**config.mk**
```make
export PLATFORM = sky130hd
export DESIGN_NAME = mul_div_unit
export DESIGN_NICKNAME = d
export VERILOG_FILES = /design/src/rtl/mul_div_unit.sv
export SDC_FILE = /design/constraint.sdc
export NUM_CORES = 1
export LEC_CHECK = 0
export BUFFER_PORTS_ARGS = -buffer_cell sky130_fd_sc_hd__buf_2
export CAP_MARGIN = 10
export CORE_MARGIN = 2
export CORE_UTILIZATION = 35
export CTS_CLUSTER_DIAMETER = 150
export DETAILED_ROUTE_END_ITERATION = 7
export SYNTH_ARGS = -nofsm -noshare
export SYNTH_HDL_FRONTEND = slang
export SYNTH_SLANG_ARGS = --single-unit
```
**constraint.sdc**
```tcl
create_clock -name clk -period 5.06 [get_ports clk]
set_clock_uncertainty 0.1 [all_clocks]
set_input_delay 0 -clock clk [delete_from_list [all_inputs] [get_ports clk]]
set_output_delay 0 -clock clk [all_outputs]
set_load 0.01 [all_outputs]
```
**src/rtl/mul_div_unit.sv**
```systemverilog
// mul_div_unit: iterative multiply/divide unit with architectural HI/LO registers.
//
// Runs MULT/MULTU (radix-2 shift-add) and DIV/DIVU (restoring) over WIDTH
// iterations, then writes HI/LO in a single FINISH cycle. Signed operations
// work on magnitudes, and the result signs are applied at FINISH.
// Result latency is WIDTH+1 cycles from the accept edge.
//
// Configuration macro: MULDIV_DIV_EN
//   defined   -> DIV/DIVU are implemented.
//   undefined -> the divider datapath is removed, and a start with op 1x is ignored.
//
// Ports:
//   clk, rst_n         clock, synchronous active-low reset
//   start, op          request and opcode (00 MULT, 01 MULTU, 10 DIV, 11 DIVU)
//   opA, opB           multiplicand/dividend, multiplier/divisor
//   flush              cancels in-flight work; HI/LO are left untouched
//   hi_we, lo_we       MTHI/MTLO write enables (honoured only while idle)
//   wdata              MTHI/MTLO data
//   busy               operation in flight (CALC or FINISH)
//   done               one-cycle pulse after HI/LO receive a result
//   hi, lo             architectural HI/LO registers
module mul_div_unit #(
  parameter int WIDTH = 32
) (
  input  logic             clk,
  input  logic             rst_n,
  input  logic             start,
  input  logic [1:0]       op,
  input  logic [WIDTH-1:0] opA,
  input  logic [WIDTH-1:0] opB,
  input  logic             flush,
  input  logic             hi_we,
  input  logic             lo_we,
  input  logic [WIDTH-1:0] wdata,
  output logic             busy,
  output logic             done,
  output logic [WIDTH-1:0] hi,
  output logic [WIDTH-1:0] lo
);

  localparam int CW = $clog2(WIDTH) + 1;

  typedef enum logic [1:0] {IDLE, CALC, FINISH} state_t;

  state_t             state, state_nxt;
  logic [CW-1:0]      cnt;
  logic [2*WIDTH-1:0] acc;       // {upper, lower} working register
  logic [WIDTH-1:0]   opnd;      // multiplicand magnitude or divisor magnitude
  logic               a_neg, b_neg;
`ifdef MULDIV_DIV_EN
  logic               is_div;
`endif

  logic               op_ok, accept, op_signed, res_neg;
  logic [WIDTH-1:0]   a_mag, b_mag;
  logic [WIDTH:0]     mul_sum;
  logic [2*WIDTH-1:0] step, prod;
  logic [WIDTH-1:0]   fin_hi, fin_lo;

`ifdef MULDIV_DIV_EN
  assign op_ok = 1'b1;
`else
  assign op_ok = ~op[1];
`endif

  // flush wins over start in IDLE
  assign accept    = (state == IDLE) && start && !flush && op_ok;
  assign op_signed = ~op[0];
  assign a_mag     = (op_signed && opA[WIDTH-1]) ? -opA : opA;
  assign b_mag     = (op_signed && opB[WIDTH-1]) ? -opB : opB;
  assign res_neg   = a_neg ^ b_neg;

  // ---------------- FSM: state register ----------------
  // NOTE: sequential state uses non-blocking (<=) so every flop samples
  // pre-edge values; blocking here would create order-dependent races.
  always_ff @(posedge clk) begin
    if (!rst_n) state <= IDLE;
    else        state <= state_nxt;
  end

  // ---------------- FSM: next-state logic ----------------
  // NOTE: the default assignment at the top keeps this block free of
  // inferred latches on paths that don't assign state_nxt.
  always_comb begin
    state_nxt = state;
    unique case (state)
      IDLE:    if (accept) state_nxt = CALC;
      CALC:    if (flush) state_nxt = IDLE;
               else if (cnt == CW'(WIDTH - 1)) state_nxt = FINISH;
      FINISH:  state_nxt = IDLE;
      default: state_nxt = IDLE;
    endcase
  end

  // ---------------- FSM: outputs ----------------
  always_comb begin
    busy = (state != IDLE);
  end

  // ---------------- iteration step ----------------
  // Multiply: add the multiplicand into the upper half when the multiplier
  // LSB is set, then shift right. The carry goes into the top bit.
  assign mul_sum = {1'b0, acc[2*WIDTH-1:WIDTH]} + (acc[0] ? {1'b0, opnd} : '0);

`ifdef MULDIV_DIV_EN
  logic [WIDTH:0] div_shift, div_diff;
  // Restoring divide: shift the next dividend bit into the remainder and
  // try subtracting the divisor. A borrow (bit WIDTH set) means restore.
  assign div_shift = acc[2*WIDTH-1:WIDTH-1];
  assign div_diff  = div_shift - {1'b0, opnd};

  always_comb begin
    step = {mul_sum, acc[WIDTH-1:1]};
    if (is_div) begin
      if (div_diff[WIDTH]) step = {div_shift[WIDTH-1:0], acc[WIDTH-2:0], 1'b0};
      else                 step = {div_diff[WIDTH-1:0], acc[WIDTH-2:0], 1'b1};
    end
  end
`else
  assign step = {mul_sum, acc[WIDTH-1:1]};
`endif

  // ---------------- result formatting at FINISH ----------------
  assign prod = res_neg ? -acc : acc;

`ifdef MULDIV_DIV_EN
  logic [WIDTH-1:0] quot, rem;
  assign quot = acc[WIDTH-1:0];
  assign rem  = acc[2*WIDTH-1:WIDTH];
`endif

  always_comb begin
    fin_hi = prod[2*WIDTH-1:WIDTH];
    fin_lo = prod[WIDTH-1:0];
`ifdef MULDIV_DIV_EN
    if (is_div) begin
      // MIN / -1 gives |MIN| as the quotient magnitude. Negating it gives MIN
      // back with remainder 0, so no special case is needed. With a zero
      // divisor the remainder magnitude is |opA|, so re-signing it restores opA.
      fin_lo = (opnd == '0) ? '1 : (res_neg ? -quot : quot);
      fin_hi = a_neg ? -rem : rem;
    end
`endif
  end

  // ---------------- datapath and HI/LO ----------------
  always_ff @(posedge clk) begin
    if (!rst_n) begin
      cnt   <= '0;
      acc   <= '0;
      opnd  <= '0;
      a_neg <= 1'b0;
      b_neg <= 1'b0;
`ifdef MULDIV_DIV_EN
      is_div <= 1'b0;
`endif
      done  <= 1'b0;
      hi    <= '0;
      lo    <= '0;
    end else begin
      done <= 1'b0;
      if (state == IDLE) begin
        if (hi_we) hi <= wdata;
        if (lo_we) lo <= wdata;
      end
      if (accept) begin
        cnt   <= '0;
        a_neg <= op_signed & opA[WIDTH-1];
        b_neg <= op_signed & opB[WIDTH-1];
`ifdef MULDIV_DIV_EN
        is_div <= op[1];
        if (op[1]) begin
          acc  <= {{WIDTH{1'b0}}, a_mag};
          opnd <= b_mag;
        end else
`endif
        begin
          acc  <= {{WIDTH{1'b0}}, b_mag};
          opnd <= a_mag;
        end
      end else if (state == CALC && !flush) begin
        acc <= step;
        cnt <= cnt + 1'b1;
      end
      if (state == FINISH && !flush) begin
        hi   <= fin_hi;
        lo   <= fin_lo;
        done <= 1'b1;
      end
    end
  end

endmodule

```
==> summary.txt, run 1 <==
Run status
  – Status: finished clean

Critical path
  – R2r endpoint: acc[58]$_SDFFE_PP0P_
  – CP endpoint kind: flop
  – Reg2Reg Setup Slack: 1.22 ns
  – Startpoint types: flop
  – Worst r2r src: acc[0]$_SDFFE_PN0P_
  – Worst EP arrival: 4.05 ns
  – Crit-path max FO: 38
  – Setup CP Type: flop to flop
  – Cells on worst reg2reg path: 11
  – Worst EP required: 5.27 ns

Drt
  – Wire length per cell: 17.1 um
  – Via Count: 11297
  – Via/cell ratio: 5.29
  – Routed Antenna Nets: 0
  – Post-route DRC violation count: 0
  – Drt first-iter violations: 946
  – DR pass1 iterations: 5
  – Routed Wire Length: 36400 um

Cells and area
  – Reg area: 3420 um^2
  – Area of the multi-input gates: 7600 um^2
  – Post-route cell area: 14600 um^2
  – Layout cells sized above 1: 13.7%
  – Most common cell after layout, fill and taps aside: nand2_1
  – Area Overhead vs Synth: 27.2%
  – N_diodes: 0
  – Most frequent cells in the layout: nand2_1 (217), dfxtp_1 (171), buf_2 (168)
  – Final nets: 1822
  – Layout fillers: 3269

Synth
  – Cell count after synthesis: 1443
  – #FFs+latches synth: 171
  – Async S/R FF share, synth: 0%
  – Dominant synthesized flop cell: dfxtp_1
  – Sequential share of the synthesized area: 29.9%
  – Mapped cell area: 11500 um^2
  – Synth warn: 0
  – Synth unique cells: 60
  – Synthesized net count: 1584
  – Number of enable flip-flop cells after synthesis: 0
  – Syn avg cell area: 7.94 um^2

Pwr
  – P_leak: 0.00723 uW
  – Pwr dens: 239 nW/um^2
  – Net Sw Power: 975 uW
  – Clk pwr share: 39.9%
  – Internal Power: 2510 uW
  – Switching share of total power: 28.0%
  – Power share of the sequential group: 42.0%
  – Combinational power share: 18.1%
  – Peak VDD IR: 182 uV

Floorplan
  – Die ar.: 34200 um^2
  – I/O Pins: 170
  – Die Width: 185 um
  – Die Ht: 185 um
  – Initial Utilization: 35.4%
  – Core Area: 32400 um^2
  – FP Rows: 66

Place
  – Final GP Congestion: 0.894
  – HPWL after DPL: 26600 um
  – Input/output buffers: 169
  – DP Area: 12600 um^2

CTS
  – Setup Fix Bufs, Post-CTS: 0
  – Clk pin slew, worst setup/hold paths: 0.07 ns
  – Hold Buf Count CTS: 137
  – CTS resizes: 0
  – CTS tree: built
  – TritonCTS Sinks: 171
  – Htree depth: 4
  – Clock Latency Late Sink: 0.44 ns
  – CTS root buf: clkbuf_16
  – CTS Buf Count: 17
  – Longest Clk Path Bufs: 2

Timing
  – Slew Viols, Final: 0
  – Clock period minus worst slack: 3.84 ns
  – Endpoints failing hold: 0
  – RSZ-0062 raised after global routing: no
  – F_max: 260 MHz
  – Setup violators final: 0
  – Setup TNS: 0 ns
  – Slew headroom: 26.9%
  – Crit share post-route: 75.9%
  – Least-Margin Pin Slew: 1.09 ns

Hold path
  – Hold path endpoint: a_neg$_SDFFE_PN0P_
  – Hold Crit Class: primary input to flop
  – Hold Path Depth: 4
  – Hold path start: op[0]

Global routing
  – Antenna violations before repair: 1
  – GRT Overall Usage: 20.9%
  – First-pass GRT wire length: 56800 um
  – Total congestion overflow: 0
  – Largest net degree at the start of global routing: 82
  – Number of global-route vias before repair: 10590

Job
  – Max cap viols: 0
-- Yosys cell counts, types with 20 or more instances --
cell type	number	area share, %
clkbuf_1	78	2.6
a21oi_1	94	4.1
and3_1	20	1.1
dfxtp_1	171	30
ha_1	36	3.9
and2_1	40	2.2
nor3_1	36	1.6
nor2_1	75	2.5
nand2_1	218	7.1
inv_1	25	0.82
mux2i_1	62	5.4
o21ai_0	66	2.9
xnor2_1	69	5.3
o211a_1	91	8.0
nand3_1	54	2.4
xor2_1	71	5.4
-- cell families after synthesis --
family	Yosys count	share of synthesized area, %
xor+xnor	140	10.7
mux	66	5.81
compound gates	375	23.3
buf+inv	123	4.07
simple gates	531	22.1
fa+ha+maj	37	4.11
flops	171	29.9
-- through the flow --
step	power, uW	setup slack, ns	instances	hold slack (ns)	utilization (%)
finish	3480	1.22	2135	0.0288	45.0
global route	3610	0.819	2135	0.0724	45.0
CTS	3490	1.24	2135	0.0198	45.0
detailed placement	2030	1.25	1967	0.222	38.9
global placement	2030	1.28	1967	0.213	38.9
floorplan	1830	1.99	1443	0.0449	-
-- sequential cells by signal (all words and copies together) (netlist names) --
| register | flops |
|---|---|
| a_neg | 1 |
| acc | 64 |
| b_neg | 1 |
| cnt | 6 |
| done | 1 |
| hi | 32 |
| lo | 32 |
| opnd | 32 |
| state | 2 |
-- final cells by class --
cell class | instances | share of cell area, %
clock inverter | 9 | 0.953
clock buffer | 22 | 3.19
timing repair buffer | 317 | 15.8
inverter | 25 | 0.644
tap | 442 | 3.79
sequential | 171 | 23.5
multi-input combinational | 1149 | 52.1
-- power groups by stage --
| stage | Clock (uW) | Combinational (uW) | Sequential, uW |
|---|---|---|---|
| CTS | 1410 | 625 | 1460 |
| floorplan | 0 | 345 | 1490 |
| global placement | 0 | 536 | 1490 |
| finish | 1390 | 630 | 1460 |
| detailed placement | 0 | 542 | 1490 |
| global route | 1450 | 694 | 1470 |
-- critical path, cell delays in order, from the launching register on --
cell and delay [ns]:
dfxtp_1 1.00, and2_1 0.30, ha_1 0.26, a211oi_1 0.25
o21ai_0 0.22, a31oi_1 0.17, o21ai_0 0.25, a31oi_1 0.57
o21ai_0 0.15, a31oi_1 0.21, xor2_1 0.15, o21ai_0 0.08
-- worst max-delay path by stage --
stage	from	endpoint	slack, ns	depth (start not counted)
after floorplan	acc[0]$_SDFFE_PN0P_	acc[60]$_SDFFE_PP0P_	1.99	14
after global placement	acc[0]$_SDFFE_PN0P_	acc[58]$_SDFFE_PP0P_	1.28	11
after detailed placement	acc[0]$_SDFFE_PN0P_	acc[58]$_SDFFE_PP0P_	1.25	11
after CTS	acc[0]$_SDFFE_PN0P_	acc[58]$_SDFFE_PP0P_	1.24	11
after global routing	acc[0]$_SDFFE_PN0P_	acc[58]$_SDFFE_PP0P_	0.82	11
final	acc[0]$_SDFFE_PN0P_	acc[58]$_SDFFE_PP0P_	1.22	11
-- layer usage --
metal / global-route usage (%) / vias up / wire length, um
met1: 31.2 / 5280 / 18600
li1: - / 5642 / -
met3: 2.14 / 42 / 1590
met5: 0 / - / 0
met4: 5.65 / 0 / 651
met2: 31.9 / 333 / 15500
No activity file was read; power rests on OpenSTA's default activity.
==> inputs of run 2 (changes only) <==
Clock period 5.06 ns to 4.01 ns, I/O delays scaled along.
==> run 2 against run 1 <==
Effect of this change:
- worst hold slack lost 0.015 ns
- total power grew 24%
- count of clock-buffer cells in the layout shrank 5
- die area is the same
- routed wire length shrank 0.82%
==> summary.txt, run 2 (synthesized netlist as in run 1, its figures left out) <==
Run status
  – Status: finished clean

Global routing
  – Grt met3 use: 3.72% (+1.6 points)
  – Met2 Resource Use GR: 30.9% (-0.91 points)
  – Number of global-route vias before repair: 10138 (-4.3%)
  – GRT Overall Usage: 20.6% (-0.31 points)
  – Met1 usage: 30.2% (-0.96 points)
  – Largest net degree at the start of global routing: 68 (-17%)
  – First-pass GRT wire length: 55600 um (-2.2%)
  – Most Crowded Layer GR: met2
  – Antenna violations before repair: 0 (-1)
  – Total congestion overflow: 0 (unchanged)

Pwr
  – P_leak: 0.00704 uW (-2.7%)
  – Pwr dens: 302 nW/um^2 (+26%)
  – Peak VDD IR: 228 uV (+25%)

Drt
  – DR pass1 iterations: 5 (unchanged)
  – Wire length per cell: 17.1 um (+0.55%)
  – Routed Antenna Nets: 0 (unchanged)
  – Drt first-iter violations: 993 (+5.0%)
  – Via/cell ratio: 5.28 (-0.21%)
  – Post-route DRC violation count: 0 (unchanged)
  – Via Count: 11120 (-1.6%)
  – Routed Wire Length: 36100 um (-0.82%)

Critical path
  – Worst-path cell chain: and2_1 > ha_1 > fa_1 > a211oi_1 > o21ai_0 > a21oi_1 > a211oi_1 > o21bai_1 > a31oi_1 > o21ai_0 > a21oi_1
  – CP max stage cell: dfxtp_1
  – Slowest cell delay on critical path: 0.51 ns (-0.49 ns)
  – Worst EP required: 4.23 ns (-1.04 ns)
  – Crit-path max FO: 24 (-37%)
  – Setup CP Type: flop to flop
  – Worst r2r src: acc[0]$_SDFFE_PN0P_
  – Startpoint types: flop
  – Worst EP arrival: 3.58 ns (-0.47 ns)
  – R2r endpoint: acc[63]$_SDFFE_PP0P_
  – Cells on worst reg2reg path: 11 (unchanged)
  – Reg2Reg Setup Slack: 0.65 ns (-0.57 ns)
  – CP endpoint kind: flop

CTS
  – Setup Fix Bufs, Post-CTS: 0 (unchanged)
  – TritonCTS Sinks: 171 (unchanged)
  – Htree depth: 4 (unchanged)
  – Clk pin slew, worst setup/hold paths: 0.07 ns (about the same)
  – CTS root buf: clkbuf_16
  – Longest Clk Path Bufs: 2 (unchanged)
  – CTS tree: built
  – CTS Buf Count: 17 (unchanged)
  – Clock Latency Late Sink: 0.44 ns (about the same)

Place
  – HPWL after DPL: 26800 um (+1.0%)
  – Inst Count DP: 1973 (+0.31%)
  – Placement Setup Slack: 0.688 ns (-0.562 ns)
  – Final GP Congestion: 0.884 (-1.1%)
  – Input/output buffers: 169 (unchanged)

Cells and area
  – Layout cells sized above 1: 14.5% (+0.84 points)
  – N_diodes: 0 (unchanged)
  – Area Overhead vs Synth: 24.4%
  – Largest register by flop count: acc
  – Final nets: 1792 (-1.6%)
  – Most frequent cells in the layout: nand2_1 (217), dfxtp_1 (171), buf_2 (168)
  – Finished Layout Cells: 2106 (-1.4%)
  – Most common cell after layout, fill and taps aside: nand2_1
  – Number of flip-flops in the largest register: 64 (unchanged)

Floorplan
  – Core Area: 32400 um^2 (unchanged)
  – Die ar.: 34200 um^2 (unchanged)
  – Die Ht: 185 um (unchanged)
  – I/O Pins: 170 (unchanged)
  – Initial Utilization: 35.4% (unchanged)
  – FP Rows: 66 (unchanged)
  – Die Width: 185 um (unchanged)

Timing
  – RSZ-0062 raised after global routing: no
  – Setup TNS: 0 ns (unchanged)
  – Slew headroom: 31.7% (+4.8 points)
  – Least-Margin Pin Slew: 1.02 ns (-0.0685 ns)
  – F_max: 297 MHz (+14%)
  – Clock period minus worst slack: 3.36 ns (-0.478 ns)
  – Final setup margin: 0.646 ns (-0.572 ns)
  – Endpoints failing hold: 0 (unchanged)
  – Setup violators final: 0 (unchanged)
  – Crit share post-route: 83.9% (+8.0 points)
  – Slew Viols, Final: 0 (unchanged)
  – Hold Slack: 0.0143 ns (-0.0146 ns)

Hold path
  – Hold path start: op[0]
  – Hold Path Depth: 4 (unchanged)
  – Hold Crit Class: primary input to flop
  – Hold path endpoint: a_neg$_SDFFE_PN0P_

Job
  – Max cap viols: 0 (unchanged)
run 2: changes by cell type in the layout (fill, tap and decap cells not counted), sizes merged, moves of 2 or more:
cell         before  now
buf             180  186
bufinv            3    1
clkbuf           22   17
dlygate4sd3     137  101
inv              26   34
run 2: worst max-delay path by stage:
stage                             start              endpoint  slack, ns
floorplan           acc[0]$_SDFFE_PN0P_  acc[60]$_SDFFE_PP0P_       0.94
global placement    acc[0]$_SDFFE_PN0P_  acc[63]$_SDFFE_PP0P_       0.75
detailed placement  acc[0]$_SDFFE_PN0P_  acc[63]$_SDFFE_PP0P_       0.69
CTS                 acc[0]$_SDFFE_PN0P_  acc[63]$_SDFFE_PP0P_       0.65
global route        acc[0]$_SDFFE_PN0P_  acc[42]$_SDFFE_PP0P_       0.30
finish              acc[0]$_SDFFE_PN0P_  acc[63]$_SDFFE_PP0P_       0.65
run 2: critical path, delay by kind of cell, from the launching register on:
| family | cells | cell delay [ns] |
|---|---|---|
| AOI/OAI and AO/OA | 8 | 1.70 |
| adders and majority gates | 2 | 0.65 |
| DFF | 1 | 0.51 |
| and+or+nand+nor | 1 | 0.27 |
run 2: final cells by class:
cell class                      instances  area (um^2)
Clock buffer                           17          425
Multi-Input combinational cell       1149         7600
Inverter                               25         93.8
Fill cell                            3307        18100
Clock inverter                         15          155
Tap cell                              442          553
Timing Repair Buffer                  287         2000
Sequential cell                       171         3420
run 2: what timing repair did:
item                                    in CTS  in global routing
endpoints found under the hold margin      129                  0
gates resized for setup                      0                  0
hold buffers                               101                  0
endpoints found under the setup margin       0                  0
run 2: routing by layer:
metal	vias to the layer above	routed length [um]
met4	0	635
met3	45	2020
met5	-	0
li1	5586	-
met2	326	15300
met1	5163	18100
run 2: through the flow:
stage          total power [uW]  utilization, %  cell area, um^2
2_1_floorplan              2310               -            11500
3_3_place_gp               2560            39.1            12700
3_5_place_dp               2570            39.1            12700
4_1_cts                    4320            44.0            14200
5_1_grt                    4480            44.0            14200
6_report                   4310            44.0            14200
run 2: where the power goes:
group          internal, uW  leakage, uW  switching [uW]  total [uW]
Combinational           356      0.00536             420         777
Sequential             1770      0.00140            68.2        1840
Clock                   884     0.000284             804        1690
==> inputs of run 3 (changes only) <==
Clock period 4.01 ns to 2.79 ns, I/O delays scaled along.
==> run 3 against run 2 <==
Effect of this change:
- the flow now finishes with violations (setup timing)
- fmax grew 20%
- first-iteration DRC count rose by 12%
- register-to-register slack got worse by 0.65 ns
- sequential share of layout area is 2.6 points lower
- final cell count rose by 6.6%
- count of clock-buffer cells in the layout up 2
- largest cell class unchanged
- largest power group unchanged
- highest routed layer unchanged
==> summary.txt, run 3 (synthesized netlist as in run 1, its figures left out) <==
Cells and area
  – Final nets: 1933 (+7.9%)
  – Largest register by flop count: acc
  – Number of flip-flops in the largest register: 64 (unchanged)
  – Most common cell after layout, fill and taps aside: nand2_1
  – Most frequent cells in the layout: nand2_1 (217), dfxtp_1 (169), buf_2 (169)
  – Finished Layout Cells: 2246 (+6.6%)
  – Area Overhead vs Synth: 39.4%
  – Layout fillers: 3141 (-5.0%)
  – N_diodes: 0 (unchanged)
  – Layout cells sized above 1: 25.9% (+11 points)

Drt
  – Highest routed metal layer: met4
  – Metal-1 WL: 19000 um (+4.6%)
  – Post-route DRC violation count: 0 (unchanged)
  – Routed length on met2: 17000 um (+11%)
  – Routed Wire Length: 38900 um (+7.7%)
  – Wire length per cell: 17.3 um (+0.94%)
  – Via Count: 11998 (+7.9%)
  – DR pass1 iterations: 7 (+2)
  – Routed Antenna Nets: 0 (unchanged)
  – Drt first-iter violations: 1112 (+12%)
  – Met3 WL: 2170 um (+7.4%)
  – Via/cell ratio: 5.34 (+1.2%)

Critical path
  – CP dominant cell by count: or4_4
  – CP Buf/Inv Count: 0 (unchanged)
  – Worst EP arrival: 3.01 ns (-0.57 ns)
  – Startpoint types: flop
  – Crit-path max FO: 6 (-75%)
  – Slowest cell delay on critical path: 0.54 ns (+0.03 ns)
  – Reg2Reg Setup Slack: -0.009 ns (-0.65 ns)
  – CP endpoint kind: flop
  – CP max stage cell: or4_4
  – CP top delay family: simple AND/OR/NAND/NOR gates
  – Worst-path cell chain: or4_4 > and4bb_1 > and4_4 > nand4b_4 > or4_4 > o31ai_4 > xor2_1 > o22ai_1
  – Setup CP Type: flop to flop
  – Worst EP required: 3.00 ns (-1.23 ns)

CTS
  – TritonCTS Sinks: 171 (unchanged)
  – Htree depth: 4 (unchanged)
  – CTS root buf: clkbuf_16
  – CTS Buf Count: 17 (unchanged)
  – Longest Clk Path Bufs: 2 (unchanged)
  – Clock Latency Late Sink: 0.43 ns (about the same)
  – CTS tree: built
  – Clk pin slew, worst setup/hold paths: 0.07 ns (about the same)

Run status
  – Status: finished with violations
  – Failing checks: setup timing

Floorplan
  – Core Area: 32400 um^2 (unchanged)
  – Die ar.: 34200 um^2 (unchanged)
  – Die Ht: 185 um (unchanged)
  – Initial Utilization: 35.4% (unchanged)
  – I/O Pins: 170 (unchanged)
  – Die Width: 185 um (unchanged)
  – FP Rows: 66 (unchanged)

Timing
  – Setup violators final: 1 (+1)
  – Slew headroom: 37.0% (+5.2 points)
  – Endpoints failing hold: 0 (unchanged)
  – Clock period minus worst slack: 2.80 ns (-0.565 ns)
  – Slew Viols, Final: 0 (unchanged)
  – Setup TNS: -0.00873 ns (-0.00873 ns)
  – F_max: 357 MHz (+20%)
  – RSZ-0062 raised after global routing: yes
  – Final setup margin: -0.00873 ns (-0.655 ns)
  – Crit share post-route: 100% (+16 points)
  – Least-Margin Pin Slew: 0.945 ns (-0.0787 ns)

Place
  – HPWL after DPL: 28700 um (+6.9%)
  – Final GP Congestion: 0.891 (+0.84%)
  – Inst Count DP: 2098 (+6.3%)
  – Input/output buffers: 169 (unchanged)

Job
  – Max cap viols: 0 (unchanged)

Pwr
  – Peak VDD IR: 332 uV (+45%)
  – Pwr dens: 392 nW/um^2 (+30%)
  – P_leak: 0.00780 uW (+11%)

Global routing
  – Largest net degree at the start of global routing: 68 (unchanged)
  – Number of global-route vias before repair: 10841 (+6.9%)
  – First-pass GRT wire length: 59000 um (+6.1%)
  – Antenna violations before repair: 0 (unchanged)
  – GRT Overall Usage: 21.8% (+1.2 points)
  – Total congestion overflow: 0 (unchanged)

Hold path
  – Hold Crit Class: primary input to flop
==> run 3: changes by cell type in the layout (fill, tap and decap cells not counted), moves of 5 or more <==
cell / before / now
nor4_2: 0 / 5
a21oi_2: 0 / 9
ha_4: 0 / 10
o21ai_2: 0 / 5
buf_12: 1 / 6
a211oi_1: 8 / 3
o21ai_0: 66 / 51
a21oi_1: 94 / 85
ha_1: 36 / 24
o31ai_1: 15 / 8
o21ai_1: 2 / 11
buf_4: 17 / 150
nor3_1: 36 / 30
nor4_1: 18 / 13
==> run 3: path summary, 6_finish.rpt <==
kind / start / endpoint / cells past startpoint
worst max-delay path: acc[2]$_SDFFE_PN0P_ / hi[31]$_SDFFE_PN0P_ / 8
worst min-delay path: opB[0] / acc[0]$_SDFFE_PN0P_ / 3
worst max register to register: acc[2]$_SDFFE_PN0P_ / hi[31]$_SDFFE_PN0P_ / 8
worst min register to register: opnd[31]$_SDFFE_PN0P_ / opnd[31]$_SDFFE_PN0P_ / 2
==> run 3: through the flow <==
step                setup WS, ns  util (%)  hold slack (ns)  cell area, um^2  power, uW
floorplan                -0.0541         -           0.0449            11600       3340
global placement          -0.188      42.4            0.207            13700       3820
detailed placement        -0.270      42.4            0.207            13700       3830
CTS                      -0.0450      47.6           0.0246            15400       6210
global route              -0.104      49.3           0.0247            16000       6510
finish                  -0.00873      49.3           0.0117            16000       6260
==> run 3: worst reg2reg max path: cells and delay by family (launching register included) <==
kind,cells,cell delay (ns)
xor gates and xnor gates,1,0.19
DFF,1,0.32
and+or+nand+nor,5,1.76
AOI/OAI and AO/OA,2,0.31
==> run 3: area by class of cell <==
class | instances | area, um^2 | area share, %
clock buffer | 19 | 453 | 2.84
clock inverter | 12 | 90.1 | 0.564
inverter | 25 | 93.8 | 0.588
multi-input combinational | 1149 | 8210 | 51.4
sequential | 171 | 3430 | 21.5
tap | 442 | 553 | 3.46
timing repair buffer | 428 | 3140 | 19.7
==> run 3: what timing repair did <==
| action | in CTS | in global routing |
|---|---|---|
| endpoints found under the setup margin | 35 | 47 |
| hold buffers | 101 | 0 |
| resized for setup | 26 | 93 |
| endpoints found under the hold margin | 127 | 0 |
| setup buffers | 3 | 14 |
| gates cloned | 0 | 1 |
| pin swaps | 9 | 48 |
==> run 3: layer usage <==
layer,track usage (%),up-vias
met5,0,-
met2,32.9,381
li1,-,5878
met4,6.00,0
met1,32.3,5696
met3,2.62,43
==> run 3: report_power, final <==
group	total, uW	internal, uW	switching [uW]
sequential	2630	2550	76.1
combinational	1350	659	688
clock	2290	1200	1090
